`src/rtl/ifu_idu_queue_pkg.sv`:
```
// ifu_idu_queue_pkg: shared fetch-path widths and the IFU->IDU payload type
package ifu_idu_queue_pkg;
    localparam int CPU_WIDTH = 32;
    localparam int DEPTH = 4;
    typedef struct packed {
        logic [CPU_WIDTH-1:0] pc;
        logic [CPU_WIDTH-1:0] inst;
    } fetch_t;
endpackage

```
`src/rtl/ifu_idu_queue_if.sv`:
```
// ifu_idu_queue_if: IFU-side and IDU-side handshakes plus EXU flush and occupancy
interface ifu_idu_queue_if #(
    parameter int CPU_WIDTH = ifu_idu_queue_pkg::CPU_WIDTH,
    parameter int CNT_W = $clog2(ifu_idu_queue_pkg::DEPTH) + 1
);
    logic in_valid;
    logic in_ready;
    logic [CPU_WIDTH-1:0] in_pc;
    logic [CPU_WIDTH-1:0] in_inst;
    logic out_valid;
    logic out_ready;
    logic [CPU_WIDTH-1:0] out_pc;
    logic [CPU_WIDTH-1:0] out_inst;
    logic flush;
    logic [CNT_W-1:0] count;
    modport master (
        output in_valid, in_pc, in_inst, out_ready, flush,
        input in_ready, out_valid, out_pc, out_inst, count
    );
    modport slave (
        input in_valid, in_pc, in_inst, out_ready, flush,
        output in_ready, out_valid, out_pc, out_inst, count
    );
endinterface

```
`src/rtl/ifu_idu_queue_ptr.sv`:
```
// ifu_idu_queue_ptr: wrapping buffer pointer with increment and clear
module ifu_idu_queue_ptr #(
    parameter int W = 2
) (
    input  logic         clk,
    input  logic         rst,
    input  logic         inc,
    input  logic         clr,
    output logic [W-1:0] ptr
);
    always_ff @(posedge clk)
        if (rst || clr) ptr <= '0;
        else if (inc) ptr <= ptr + W'(1);
endmodule

```
`src/rtl/ifu_idu_queue.sv`:
```
// ifu_idu_queue: DEPTH-entry elastic IFU->IDU instruction buffer with flush
module ifu_idu_queue
    import ifu_idu_queue_pkg::*;
#(
    parameter int CPU_WIDTH = ifu_idu_queue_pkg::CPU_WIDTH,
    parameter int DEPTH = ifu_idu_queue_pkg::DEPTH,
    parameter int CNT_W = $clog2(DEPTH) + 1
) (
    input logic clk,
    input logic rst,
    ifu_idu_queue_if.slave q
);
    localparam int AW = $clog2(DEPTH);
    logic [2*CPU_WIDTH-1:0] mem [DEPTH];
    logic [AW-1:0] wr_ptr, rd_ptr;
    logic [CNT_W-1:0] cnt;
    logic [2*CPU_WIDTH-1:0] head;
    logic push, pop;
    // handshakes depend only on occupancy, so no comb path from out_ready to in_ready
    assign q.in_ready = cnt != CNT_W'(DEPTH);
    assign q.out_valid = cnt != '0;
    assign push = q.in_valid & q.in_ready & ~q.flush;
    assign pop = q.out_valid & q.out_ready & ~q.flush;
    assign q.count = cnt;
    assign head = mem[rd_ptr];
    assign q.out_pc = q.out_valid ? head[2*CPU_WIDTH-1:CPU_WIDTH] : '0;
    assign q.out_inst = q.out_valid ? head[CPU_WIDTH-1:0] : '0;
    ifu_idu_queue_ptr #(.W(AW)) u_wr (.clk(clk), .rst(rst), .inc(push), .clr(q.flush), .ptr(wr_ptr));
    ifu_idu_queue_ptr #(.W(AW)) u_rd (.clk(clk), .rst(rst), .inc(pop), .clr(q.flush), .ptr(rd_ptr));
    always_ff @(posedge clk)
        if (push) mem[wr_ptr] <= {q.in_pc, q.in_inst};
    always_ff @(posedge clk)
        if (rst || q.flush) cnt <= '0;
        else cnt <= cnt + CNT_W'(push) - CNT_W'(pop);
endmodule

```
`src/flat_wrapper.sv`:
```
// flat-port wrapper written by rule: the top's interface ports become plain ports
module ifu_idu_queue_flat import ifu_idu_queue_pkg::*;
#(
    parameter int CPU_WIDTH = ifu_idu_queue_pkg::CPU_WIDTH,
    parameter int DEPTH = ifu_idu_queue_pkg::DEPTH,
    parameter int CNT_W = $clog2(DEPTH) + 1
)
  (clk, rst, q_in_valid, q_in_pc, q_in_inst, q_out_ready, q_flush, q_in_ready, q_out_valid, q_out_pc, q_out_inst, q_count);
  ifu_idu_queue_if #(.CPU_WIDTH(CPU_WIDTH), .CNT_W(CNT_W)) q_i ();
  input logic clk;
  input logic rst;
  input wire logic [$bits(q_i.in_valid)-1:0] q_in_valid;
  input wire logic [$bits(q_i.in_pc)-1:0] q_in_pc;
  input wire logic [$bits(q_i.in_inst)-1:0] q_in_inst;
  input wire logic [$bits(q_i.out_ready)-1:0] q_out_ready;
  input wire logic [$bits(q_i.flush)-1:0] q_flush;
  output wire logic [$bits(q_i.in_ready)-1:0] q_in_ready;
  output wire logic [$bits(q_i.out_valid)-1:0] q_out_valid;
  output wire logic [$bits(q_i.out_pc)-1:0] q_out_pc;
  output wire logic [$bits(q_i.out_inst)-1:0] q_out_inst;
  output wire logic [$bits(q_i.count)-1:0] q_count;
  assign q_i.in_valid = q_in_valid;
  assign q_i.in_pc = q_in_pc;
  assign q_i.in_inst = q_in_inst;
  assign q_i.out_ready = q_out_ready;
  assign q_i.flush = q_flush;
  assign q_in_ready = q_i.in_ready;
  assign q_out_valid = q_i.out_valid;
  assign q_out_pc = q_i.out_pc;
  assign q_out_inst = q_i.out_inst;
  assign q_count = q_i.count;
  ifu_idu_queue #(.CPU_WIDTH(CPU_WIDTH), .DEPTH(DEPTH), .CNT_W(CNT_W)) u_core (.clk(clk), .rst(rst), .q(q_i));
endmodule
```
`config.mk`:
```
export PLATFORM = sky130hd
export DESIGN_NAME = ifu_idu_queue_flat
export DESIGN_NICKNAME = d
export VERILOG_FILES = /design/src/rtl/ifu_idu_queue_pkg.sv /design/src/rtl/ifu_idu_queue_if.sv /design/src/rtl/ifu_idu_queue_ptr.sv /design/src/rtl/ifu_idu_queue.sv /design/src/flat_wrapper.sv
export SDC_FILE = /design/constraint.sdc
export NUM_CORES = 1
export LEC_CHECK = 0
export BUFFER_PORTS_ARGS = -buffer_cell sky130_fd_sc_hd__buf_2
export CORE_ASPECT_RATIO = 0.7
export CORE_UTILIZATION = 45
export CTS_BUF_LIST = sky130_fd_sc_hd__clkbuf_8
export DETAILED_ROUTE_END_ITERATION = 8
export PLACE_DENSITY_LB_ADDON = 0.08
export REMOVE_ABC_BUFFERS = 1
export SLEW_MARGIN = 20
export SYNTH_ARGS = -nofsm -noshare
export SYNTH_HDL_FRONTEND = slang
export SYNTH_SLANG_ARGS = --single-unit
```
`constraint.sdc`:
```
create_clock -name clk -period 3 [get_ports clk]
set_clock_uncertainty 0.15 [all_clocks]
set_input_delay 0.3 -clock clk [delete_from_list [all_inputs] [get_ports clk]]
set_output_delay 0.3 -clock clk [all_outputs]
set_load 0.1 [all_outputs]
```
After elaboration in Yosys (flattened, before gate mapping)
Memory sizes are Yosys's and may differ from the RTL's. A register that Yosys moved wholly into a read port is not among the register bits.
Cells that the tools add are included.
W data, S select, Z words.
{"block": "word_totals", "reg_bits": 7, "mem_bits_rw": 256, "input_bits": 69, "output_inout_bits": 69, "n_memories": 1}
{"memory": "u_core.mem", "words": 4, "width": 64, "read_ports": 1, "rd_ports_with_merged_regs": 1, "wr": 1, "line": "ifu_idu_queue.sv:14", "rtl": "logic [2*CPU_WIDTH-1:0] mem [DEPTH];"}
{"block": "classes", "addsub": 4, "eq_ne": 1, "mux": 6, "bitwise": 5, "n_reduce_logical": 2}
{"op": "$mux W32", "count": 2}
{"op": "$add A2 B1 Y2 const B", "count": 2}
{"op": "$and A1 B1 Y1", "count": 4}
{"op": "$mux W2", "count": 2}
{"op": "$add A3 B1 Y3", "count": 1}
{"op": "$ne A3 B3 Y1 const B", "count": 1}
{"op": "$reduce_bool A3 Y1", "count": 1}
{"op": "$sub A3 B1 Y3", "count": 1}
{"op": "$mux W1", "count": 2}
{"op": "$logic_or A1 B1 Y1", "count": 1}
{"op": "$not A1 Y1", "count": 1}

Logic depth before layout (Yosys ltp)
Gate-level depths: netlist of the first run.
{"block": "logic_depth", "ltp_word": 5, "mapped_depth": 10, "mapped_depth_nobuf": 10}

By module
Synthesis of the first run repeated with hierarchy kept, for this count alone.
{"block": "unflattened", "cells_unflattened": 442, "area_unflattened_um2": 10133.5}
{"mod": "ifu_idu_queue", "n_inst": 1, "cells_each": 428, "area_per_inst_um2": 9965.8, "seq_area_each_um2": 7747.4}
{"mod": "ifu_idu_queue_ptr", "n_inst": 2, "cells_each": 7, "area_per_inst_um2": 83.8, "seq_area_each_um2": 40.0}

Worst setup path before layout of the first run
No wires, ideal clock.
{"block": "synth_path", "kind": "register -> register", "startpoint": "register u_core.cnt[1] (netlist: u_core.q.count[1])", "endpoint": "memory u_core.mem[0][0] (netlist name), enable pin", "setup_ns": 0.429, "arrival_time_ns": 3.946, "t_required_ns": 2.421, "slack_ns": -1.525, "stages_incl_launch_ff": 4, "n_path_buf": 1, "synth_period_minus_slack_ns": 4.525, "path_cell_list": "dfxtp_1 or3b_1 clkbuf_1 and3_1"}
{"block": "synth_via", "elab_chain_len": 5}
{"item": "start, declared", "line": "ifu_idu_queue.sv:16", "rtl": "logic [CNT_W-1:0] cnt;"}
{"item": "start signal, assigned", "line": "ifu_idu_queue.sv:34", "rtl": "else cnt <= cnt + CNT_W'(push) - CNT_W'(pop);"}
{"item": "$ne A3 B3 Y1", "line": "ifu_idu_queue.sv:20", "rtl": "assign q.in_ready = cnt != CNT_W'(DEPTH);"}
{"item": "net q_in_ready", "line": "flat_wrapper.sv:17", "rtl": "output wire logic [$bits(q_i.in_ready)-1:0] q_in_ready;"}
{"item": "$and A1 B1 Y1 (2 in series)", "line": "ifu_idu_queue.sv:22", "rtl": "assign push = q.in_valid & q.in_ready & ~q.flush;"}
{"item": "$mux W1", "line": "ifu_idu_queue.sv:31", "rtl": "if (push) mem[wr_ptr] <= {q.in_pc, q.in_inst};"}
{"item": "$mux W1 (implied by the code)", "line": "ifu_idu_queue.sv:31"}
{"item": "end, declared", "line": "ifu_idu_queue.sv:14"}
The timed path passes the listed nets, and every way through them passes these cells.

Worst setup path after layout of the first run
{"block": "layout_path", "startpoint": "register u_core.cnt[1] (netlist: u_core.q.count[1])", "endpoint": "register u_core.cnt[1] (netlist: u_core.q.count[1])"}
{"block": "layout_via", "elab_cells_between_ends": 8, "classes_between": "add/sub: 2; eq/ne: 1; bitwise: 4; reduce/logical: 1"}
{"item": "$reduce_bool A3 Y1", "line": "ifu_idu_queue.sv:21", "rtl": "assign q.out_valid = cnt != '0;"}
{"item": "$and A1 B1 Y1 (2 in series)", "line": "ifu_idu_queue.sv:23", "rtl": "assign pop = q.out_valid & q.out_ready & ~q.flush;"}
{"item": "net u_core.pop", "line": "ifu_idu_queue.sv:18", "rtl": "logic push, pop;"}
{"item": "$sub A3 B1 Y3", "line": "ifu_idu_queue.sv:34"}
The timed path passes the listed nets, and every way through them passes these cells.
A chain may end at the register's enable or synchronous reset.

==> flow_summary.toml, run 1 <==
[grt]
overflow = 0
grt_most_used_layer = "met2"
use_met2 = 0.294
grt_max_degree = 65
globalRouteMet3Util = 0.0466
antenna_found_initial = 2
grt_pass1_vias = 5601
grt_first_pass_wirelength_mm = 30.5
use_met1 = 0.229
global_route.usage.total = 0.176

[floorplanning]
initial_core_util = 0.465
die_area_um2 = 23300
design.core.area_um2 = 22000
die_height_um = 128
num_rows = 45
boundaryPins = 138
die_width_um = 182

[worst_setup_path]
ff2ff_setup_slack_ps = 140
nature_of_the_critical_path_endpoint = "flop"
path_class = "reg2reg"
worst-endpoint-required_ps = 3290
worstPathArrival_ps = 3150
start_kind = "flop"
delay_of_the_slowest_critical_path_stage_ps = 580
crit_path_max_fanout = 7
crit_path_cell_trace = "o31ai_1, nor2_1, ha_1, inv_1, ha_1, inv_1, fa_1, nor3_1, dlygate4sd3_1"
crit_slowest_cell = "sky130_fd_sc_hd__dlygate4sd3_1"

[yosys]
synth-xor-area-share = 0.00343
synth-warning-count = 0
synth_area_leader_cell = "sky130_fd_sc_hd__edfxtp_1"
post_synth_mux_area_share = 0.143
synth-adder-area-share = 0.00931
synth_simple_gate_area_frac = 0.0505
postSynth.asyncResetShare = 0
ys_ff_latch = 265
synth_area_per_cell_um2 = 22.4
netlist-cell-type-count = 27
synth_area_leaders = "sky130_fd_sc_hd__edfxtp_1, sky130_fd_sc_hd__mux4_2, sky130_fd_sc_hd__and2_1, sky130_fd_sc_hd__dfxtp_1, sky130_fd_sc_hd__buf_12"
synth_ff_type = "sky130_fd_sc_hd__edfxtp_1"
ys_seq_area_frac = 0.770
synth_compound_gate_area_share = 0.00257
netlist.area_leader.share = 0.753
post_synthesis_cell_area_um2 = 10200
synth_enable_flop_cells = 256
netlist_instances = 455
dominant_combinational_cell_family_by_area_after_synthesis = "multiplexers"

[route]
post_drt_wl_per_cell_um = 19.7
drt_wl_total_mm = 19.9
dr.pass1.iters = 5
via_count = 5168
detail_route.drc_violations = 0
ant_nets = 0
avgViaCountPerCell = 5.14
drt_iter0_drc = 303

[power_and_ir_drop]
static-leakage-power_nw = 4.49
powerDensity_nw_per_um2 = 590
irDropWorstVdd_v = 0.000370

[clocking]
clock_buffer_count_from_cts = 40
cts_num_sinks = 265
tritoncts = "done"
clk_latency_ps = 500
max_buffers_root_to_sink = 3
path_clk_slew_ps = 60
root_buffer = "sky130_fd_sc_hd__clkbuf_8"
post-cts-setup-buffer-count = 0
clock_tree.htree_level_count = 2

[finish]
fillers = 1715
layout.nets = 771
area_growth_pct = 24.3
final_design_area_no_fill_um2 = 12700
drive_above_1_share = 0.367

[sta]
fmax_mhz = 350
max_slew_margin = 0.645
finalWorstPathRequiredPeriod_ps = 2860
timing_max_transition_violations_final = 0
hold_viol = 0
period_utilization = 0.952
layout_setup_ws_ps = 143
finalSetupViolations = 0
timing_worst_slew_pin_value_ps = 537
rsz0062_at_grt = "no"

[placed_design]
gpl.final_weighted_congestion = 0.731
io_buffers = 137
dpl_wire_length_mm = 11.7
placed_cell_area_um2 = 11300
placement.setup.worst_slack_ps = 535

[min_path]
worst_hold_path_type = "in2reg"

[outcome]
outcome = "finished, final reports clean"

[flow_run]
max_capacitance_violation_count = 0
[power breakdown]
part	total [W]	internal, W	switching [W]	leakage [nW]
Combinational	0.000758	0.000221	0.000537	1.68
Sequential	0.00413	0.00412	0.0000170	2.40
Clock	0.00260	0.00135	0.00125	0.412
Total	0.00749	0.00568	0.00180	4.49
[cells in the mapped netlist (2+ instances only)]
| master | n |
|---|---|
| sky130_fd_sc_hd__and2_1 | 66 |
| sky130_fd_sc_hd__nand2_1 | 2 |
| sky130_fd_sc_hd__o21ai_1 | 2 |
| sky130_fd_sc_hd__clkbuf_1 | 8 |
| sky130_fd_sc_hd__xor2_1 | 2 |
| sky130_fd_sc_hd__and3_1 | 4 |
| sky130_fd_sc_hd__ha_1 | 6 |
| sky130_fd_sc_hd__edfxtp_1 | 256 |
| sky130_fd_sc_hd__buf_12 | 6 |
| sky130_fd_sc_hd__mux4_2 | 60 |
| sky130_fd_sc_hd__xnor2_1 | 2 |
| sky130_fd_sc_hd__nor2_1 | 2 |
| sky130_fd_sc_hd__nor3_1 | 4 |
| sky130_fd_sc_hd__inv_1 | 5 |
| sky130_fd_sc_hd__nand4_1 | 2 |
| sky130_fd_sc_hd__dfxtp_1 | 9 |
| sky130_fd_sc_hd__buf_2 | 6 |
| sky130_fd_sc_hd__mux4_1 | 4 |
[state kept, by name (all words and copies together), names as in the netlist, named ones only]
register	count
u_core.mem	256
u_core.q.count	3
u_core.u_rd.ptr	2
u_core.u_wr.ptr	2
[stage by stage]
stage | util | std cells | setup TNS [ps] | hold slack [ps] | total power [W]
floorplan | - | 433 | -407720 | 221 | 0.00471
global placement | 0.515 | 868 | 0 | 324 | 0.00489
detailed placement | 0.515 | 868 | 0 | 341 | 0.00491
CTS | 0.578 | 1004 | 0 | 86.4 | 0.00759
global route | 0.578 | 1006 | 0 | 135 | 0.00778
finish | 0.578 | 1006 | 0 | 123 | 0.00749
[logic make-up (layout without fill, tap and decap cells)]
group	after synthesis	count (layout)
AO/OA/AOI/OAI	4	4
XOR/XNOR	4	4
adder cells (fa/ha/maj)	7	7
buffers and inverters	27	294
flip-flops	265	265
multiplexers	64	64
other	0	2
AND/OR/NAND/NOR	84	84
[placed cells by master (no fill, tap or decap), types with 4 or more instances in the layout]
cell type and n:
sky130_fd_sc_hd__and2_1 66, sky130_fd_sc_hd__and3_4 4, sky130_fd_sc_hd__buf_12 9, sky130_fd_sc_hd__buf_2 137, sky130_fd_sc_hd__buf_4 7, sky130_fd_sc_hd__clkbuf_8 41, sky130_fd_sc_hd__clkinv_1 10, sky130_fd_sc_hd__dfxtp_1 7
sky130_fd_sc_hd__dlygate4sd3_1 67, sky130_fd_sc_hd__edfxtp_1 256, sky130_fd_sc_hd__ha_1 6, sky130_fd_sc_hd__inv_1 20, sky130_fd_sc_hd__mux4_1 4, sky130_fd_sc_hd__mux4_2 60, sky130_fd_sc_hd__nor3_1 4
[final cells by class]
| class | count | area, um^2 | share of cell area |
|---|---|---|---|
| flip-flops and latches | 265 | 7880 | 0.620 |
| multi-input cells | 163 | 2150 | 0.170 |
| repair buffers | 220 | 1590 | 0.125 |
| clock buffers | 41 | 564 | 0.0445 |
| well taps | 282 | 353 | 0.0278 |
| clock inverters | 28 | 134 | 0.0105 |
| inverters | 5 | 18.8 | 0.00148 |
| diodes | 2 | 5.00 | 0.000394 |
[worst max-delay path: cells and delay by family (launching register included)]
| family | cells | cell delay [ps] |
|---|---|---|
| adder cells (fa/ha/maj) | 3 | 880 |
| buffers and inverters | 3 | 700 |
| AO/OA/AOI/OAI | 1 | 420 |
| flip-flops | 1 | 380 |
| AND/OR/NAND/NOR | 2 | 260 |
[worst paths after layout]
kind | to | depth (start not counted) | from
worst max-delay path | u_core.q.count[1] | 9 | u_core.q.count[1]
worst min-delay path | flop | 4 | q_out_ready
worst max register to register | u_core.q.count[1] | 9 | u_core.q.count[1]
worst min register to register | u_core.u_wr.ptr[0] | 2 | u_core.u_wr.ptr[0]
[routing by layer]
layer,share of wire,up-vias,wire [um]
met5,0,-,0
met4,0.017,0,345
met3,0.063,39,1240
met2,0.48,166,9530
met1,0.44,2629,8740
li1,-,2334,-
[what timing repair did]
action / 4_1_cts / 5_1_grt
setup endpoints to repair: 1 / 0
resized for setup: 1 / 0
hold endpoints to repair: 261 / 0
hold buffers: 67 / 0
No activity file was read; power rests on OpenSTA's default activity.
==> run 2, diff against run 1 <==
--- a/config.mk
+++ b/config.mk
@@ -8,7 +8,6 @@
 export BUFFER_PORTS_ARGS = -buffer_cell sky130_fd_sc_hd__buf_2
 export CORE_ASPECT_RATIO = 0.7
 export CORE_UTILIZATION = 45
-export CTS_BUF_LIST = sky130_fd_sc_hd__clkbuf_8
 export DETAILED_ROUTE_END_ITERATION = 8
 export PLACE_DENSITY_LB_ADDON = 0.08
 export REMOVE_ABC_BUFFERS = 1
==> run 2 against run 1 <==
Flip-flop and latch count unchanged. Total power increased by 3.4%. Final cell count decreased by 2.5%. Hold slack got worse by 20 ps. Maximum frequency decreased by 1.5%. Count of clock-buffer cells in the layout decreased by 12. Global-route usage decreased by 0.062 points. Core utilization increased by 0.18 points. Final area increased by 0.31%. Setup slack got worse by 44 ps.
==> flow_summary.toml, run 2 (synthesis results as in run 1) <==
[outcome]
outcome = "finished, final reports clean"

[finish]
most-common-layout-cells = "sky130_fd_sc_hd__edfxtp_1, sky130_fd_sc_hd__buf_2, sky130_fd_sc_hd__dlygate4sd3_1, sky130_fd_sc_hd__and2_1, sky130_fd_sc_hd__mux4_2"
layout_commonest_cell = "sky130_fd_sc_hd__edfxtp_1"
drive_above_1_share = 0.366
area_growth_pct = 24.7
layout.nets = 756
largest_register = "u_core.mem"
largest_register_ff_count = 256

[sta]
period_utilization = 0.967
rsz0062_at_grt = "no"
hold_viol = 0
finalSetupViolations = 0
hold_slack_ps = 103
max_slew_margin = 0.640
timing_worst_slew_pin_value_ps = 543
fmax_mhz = 345
timing_max_transition_violations_final = 0
finalWorstPathRequiredPeriod_ps = 2900

[power_and_ir_drop]
power.share.combinational = 0.098
power_frac_clock = 0.368
powerDensity_nw_per_um2 = 608
switching_share = 0.233
total_switching_power_w = 0.00180
static-leakage-power_nw = 4.44
total_power_w = 0.00774
irDropWorstVdd_v = 0.000415
pwr-share-seq = 0.534
intPower_w = 0.00594

[floorplanning]
initial_core_util = 0.465
die_height_um = 128
num_rows = 45
design.core.area_um2 = 22000
die_width_um = 182
die_area_um2 = 23300
boundaryPins = 138

[route]
dr.pass1.iters = 4
ant_nets = 0
detail_route.drc_violations = 0
drt_iter0_drc = 343
post_drt_wl_per_cell_um = 20.2
via_count = 5113
avgViaCountPerCell = 5.21
drt_wl_total_mm = 19.8

[flow_run]
max_capacitance_violation_count = 0

[worst_setup_path]
crit_path_max_fanout = 8
nature_of_the_critical_path_endpoint = "flop"
start_kind = "flop"
path_class = "reg2reg"
worstPathArrival_ps = 3200
worst-endpoint-required_ps = 3290

[grt]
antenna_found_initial = 2
overflow = 0
grt_pass1_vias = 5495
grt_first_pass_wirelength_mm = 30.5
grt_max_degree = 65
global_route.usage.total = 0.175

[clocking]
clock_tree.htree_level_count = 1
root_buffer = "sky130_fd_sc_hd__clkbuf_16"
cts_num_sinks = 265
clk_latency_ps = 500
clock_buffer_count_from_cts = 25
tritoncts = "done"
path_clk_slew_ps = 60
max_buffers_root_to_sink = 3

[placed_design]
gpl.final_weighted_congestion = 0.731
io_buffers = 137
dpl_wire_length_mm = 11.7

[min_path]
worst_hold_path_type = "in2reg"
==> run 2: cell types whose count changed in the layout (fill, tap and decap cells not counted) <==
cell / before / now
sky130_fd_sc_hd__clkinv_2: 2 / 7
sky130_fd_sc_hd__clkbuf_1: 0 / 4
sky130_fd_sc_hd__inv_1: 20 / 5
sky130_fd_sc_hd__o31ai_2: 0 / 1
sky130_fd_sc_hd__clkinv_1: 10 / 7
sky130_fd_sc_hd__o31ai_1: 1 / 0
sky130_fd_sc_hd__clkbuf_16: 0 / 25
sky130_fd_sc_hd__clkbuf_8: 41 / 0
==> run 2: what timing repair did <==
action                                 4_1_cts  5_1_grt
setup endpoints to repair                    0       31
endpoints found under the hold margin      261        0
resized for setup                            0        2
hold buffers                                67        0
buffers inserted                             0        0
==> run 2: worst max-delay path, cell delays in order, from the launching register on <==
cell,delay (ps)
sky130_fd_sc_hd__dfxtp_1,450
sky130_fd_sc_hd__or3b_1,520
sky130_fd_sc_hd__and2_4,210
sky130_fd_sc_hd__ha_1,180
sky130_fd_sc_hd__inv_1,80
sky130_fd_sc_hd__fa_1,430
sky130_fd_sc_hd__nor3_1,220
sky130_fd_sc_hd__dlygate4sd3_1,600
==> run 2: area by class of cell <==
class	instances	area, um^2
inverter	5	18.8
sequential	265	7880
clock inverter	15	91.3
tap	282	353
multi-input combinational	163	2160
timing repair buffer	220	1590
clock buffer	29	641
fill	1693	9230
antenna	2	5.00
==> run 2: stage by stage <==
| step | cell area [um^2] | utilization | cells | setup slack, ps | TNS, ps |
|---|---|---|---|---|---|
| floorplan | 10000 | - | 433 | -1510 | -407720 |
| global placement | 11300 | 0.515 | 868 | 582 | 0 |
| detailed placement | 11300 | 0.515 | 868 | 535 | 0 |
| CTS | 12700 | 0.579 | 979 | 10.9 | 0 |
| global route | 12700 | 0.580 | 981 | 10.1 | 0 |
| finish | 12700 | 0.580 | 981 | 99.2 | 0 |
==> run 2: final timing paths <==
kind | startpoint | end | slack [ps] | cells after the start
max reg2reg | u_core.q.count[2] | u_core.q.count[1] | 100 | 7
min | q_out_ready | u_core.u_rd.ptr[0] | 100 | 4
min reg2reg | u_core.u_wr.ptr[0] | u_core.u_wr.ptr[0] | 350 | 2
max | u_core.q.count[2] | u_core.q.count[1] | 100 | 7
==> run 2: power by group through the flow <==
stage	registers, W	clock network [W]	logic [W]
2_1_floorplan	0.00423	0	0.000486
3_3_place_gp	0.00421	0	0.000684
3_5_place_dp	0.00421	0	0.000693
4_1_cts	0.00413	0.00292	0.000766
5_1_grt	0.00414	0.00306	0.000798
6_report	0.00413	0.00285	0.000760
==> run 2: layer usage <==
metal / global-route usage / up-vias / wire length, um
met3: 0.0423 / 22 / 1250
met1: 0.227 / 2641 / 8480
met2: 0.304 / 152 / 9820
li1: - / 2298 / -
met4: 0.0341 / 0 / 260
met5: 0 / - / 0
==> run 3, diff against run 2 <==
--- a/config.mk
+++ b/config.mk
@@ -9,7 +9,7 @@
 export CORE_ASPECT_RATIO = 0.7
 export CORE_UTILIZATION = 45
 export DETAILED_ROUTE_END_ITERATION = 8
-export PLACE_DENSITY_LB_ADDON = 0.08
+export PLACE_DENSITY = 0.67
 export REMOVE_ABC_BUFFERS = 1
 export SLEW_MARGIN = 20
 export SYNTH_ARGS = -nofsm -noshare
==> run 3 against run 2 <==
Wire length fell by 2.8%. Flip-flop and latch count did not move. Final area barely moved. Sequential share of layout area barely moved. First-iteration DRC count rose by 6.1%. Critical path depth fell by 3. Maximum frequency rose by 4.3%. Sequential power barely moved. Combinational power fell by 0.7%.
==> flow_summary.toml, run 3 (synthesis results as in run 1) <==
[outcome]
outcome = "finished, final reports clean"

[placed_design]
gpl.final_weighted_congestion = 0.777
placement.setup.worst_slack_ps = 493
io_buffers = 137
placed_cell_area_um2 = 11200
dpl_wire_length_mm = 10.6

[route]
post_drt_wl_per_cell_um = 19.8
via_count = 5093
drt_wl_total_mm = 19.3
drt_iter0_drc = 364
ant_nets = 0
avgViaCountPerCell = 5.23
detail_route.drc_violations = 0
dr.pass1.iters = 4

[sta]
finalSetupViolations = 0
timing_worst_slew_pin_value_ps = 527
rsz0062_at_grt = "no"
period_utilization = 0.927
finalWorstPathRequiredPeriod_ps = 2780
layout_setup_ws_ps = 220
hold_slack_ps = 105
hold_viol = 0
max_slew_margin = 0.651
fmax_mhz = 360
timing_max_transition_violations_final = 0

[worst_setup_path]
critical_path.startpoint = "u_core.q.count[1]"
crit_path_max_fanout = 34
start_kind = "flop"
crit-reg2reg-launch = "u_core.q.count[1]"
worstPathArrival_ps = 2330
rr_worst_depth = 10
endpoint = "q_out_inst[22]"
nature_of_the_critical_path_endpoint = "primary output"
ff2ff_setup_slack_ps = 510
worst-endpoint-required_ps = 2550
worst_r2r_endpoint = "u_core.q.count[2]"
path_class = "reg2out"

[finish]
layout.nets = 751
antenna_cells_inserted = 0
area_growth_pct = 24.6
layout_commonest_cell = "sky130_fd_sc_hd__edfxtp_1"
final_core_utilization = 0.579
largest_register_ff_count = 256
register_area_um2 = 7880
largest_register = "u_core.mem"
final_design_area_no_fill_um2 = 12700
drive_above_1_share = 0.360
multi_input_area_um2 = 2150
most-common-layout-cells = "sky130_fd_sc_hd__edfxtp_1, sky130_fd_sc_hd__buf_2, sky130_fd_sc_hd__dlygate4sd3_1, sky130_fd_sc_hd__and2_1, sky130_fd_sc_hd__mux4_2"
fillers = 1652

[clocking]
clk_latency_ps = 510
root_buffer = "sky130_fd_sc_hd__clkbuf_16"
post-cts-setup-buffer-count = 0
clock_tree.htree_level_count = 1
tritoncts = "done"
max_buffers_root_to_sink = 3
clock_buffer_count_from_cts = 26
cts_num_sinks = 265
path_clk_slew_ps = 60

[grt]
global_route.usage.total = 0.173
grt_first_pass_wirelength_mm = 30.4
grt_pass1_vias = 5431
antenna_found_initial = 0
grt_max_degree = 65
overflow = 0

[min_path]
worst_hold_path_type = "in2reg"

[floorplanning]
die_area_um2 = 23300
initial_core_util = 0.465
die_width_um = 182
boundaryPins = 138
die_height_um = 128
num_rows = 45
design.core.area_um2 = 22000

[power_and_ir_drop]
irDropWorstVdd_v = 0.000399
powerDensity_nw_per_um2 = 626
static-leakage-power_nw = 4.44

[flow_run]
max_capacitance_violation_count = 0
run 3: cell type report:
class / count / area share
multi-input cells: 163 / 0.169
inverters: 5 / 0.00147
flip-flops and latches: 265 / 0.619
repair buffers: 214 / 0.119
well taps: 282 / 0.0277
clock inverters: 14 / 0.00905
clock buffers: 31 / 0.0543
run 3: worst max-delay path, stage by stage, from the launching register on:
cell and delay [ps]:
sky130_fd_sc_hd__dfxtp_1 470, sky130_fd_sc_hd__or3_4 430, sky130_fd_sc_hd__buf_4 300, sky130_fd_sc_hd__and2_1 180, sky130_fd_sc_hd__buf_2 430
run 3: stage by stage:
step / cells / setup TNS, ps / total power [W]
final: 974 / 0 / 0.00797
after detailed placement: 862 / 0 / 0.00490
after floorplan: 433 / -407720 / 0.00471
after global routing: 974 / 0 / 0.00823
after global placement: 862 / 0 / 0.00488
after CTS: 974 / 0 / 0.00807
run 3: routing by layer:
layer | up-vias | share of wire | global-route usage
li1 | 2291 | - | -
met1 | 2614 | 0.45 | 0.238
met2 | 157 | 0.48 | 0.288
met3 | 31 | 0.052 | 0.0338
met4 | 0 | 0.020 | 0.0410
met5 | - | 0 | 0
run 3: worst min path at each step:
stage	start	to	cells past startpoint
after floorplan	rst	u_core.q.count[1]	1
after global placement	u_core.u_wr.ptr[1]	u_core.u_wr.ptr[1]	2
after detailed placement	u_core.u_wr.ptr[1]	u_core.u_wr.ptr[1]	2
after CTS	q_out_ready	flop	4
after global routing	q_out_ready	flop	4
final	q_out_ready	flop	4
run 3: power breakdown:
group | total [W] | switching (W) | internal (W)
Combinational | 0.000755 | 0.000539 | 0.000216
Clock | 0.00308 | 0.00128 | 0.00180
Sequential | 0.00413 | 0.0000143 | 0.00412
run 3: what timing repair did:
| item | in CTS | in global routing |
|---|---|---|
| resized for setup | 1 | 0 |
| hold buffers | 67 | 0 |
| hold endpoints to repair | 261 | 0 |
| setup endpoints to repair | 19 | 0 |
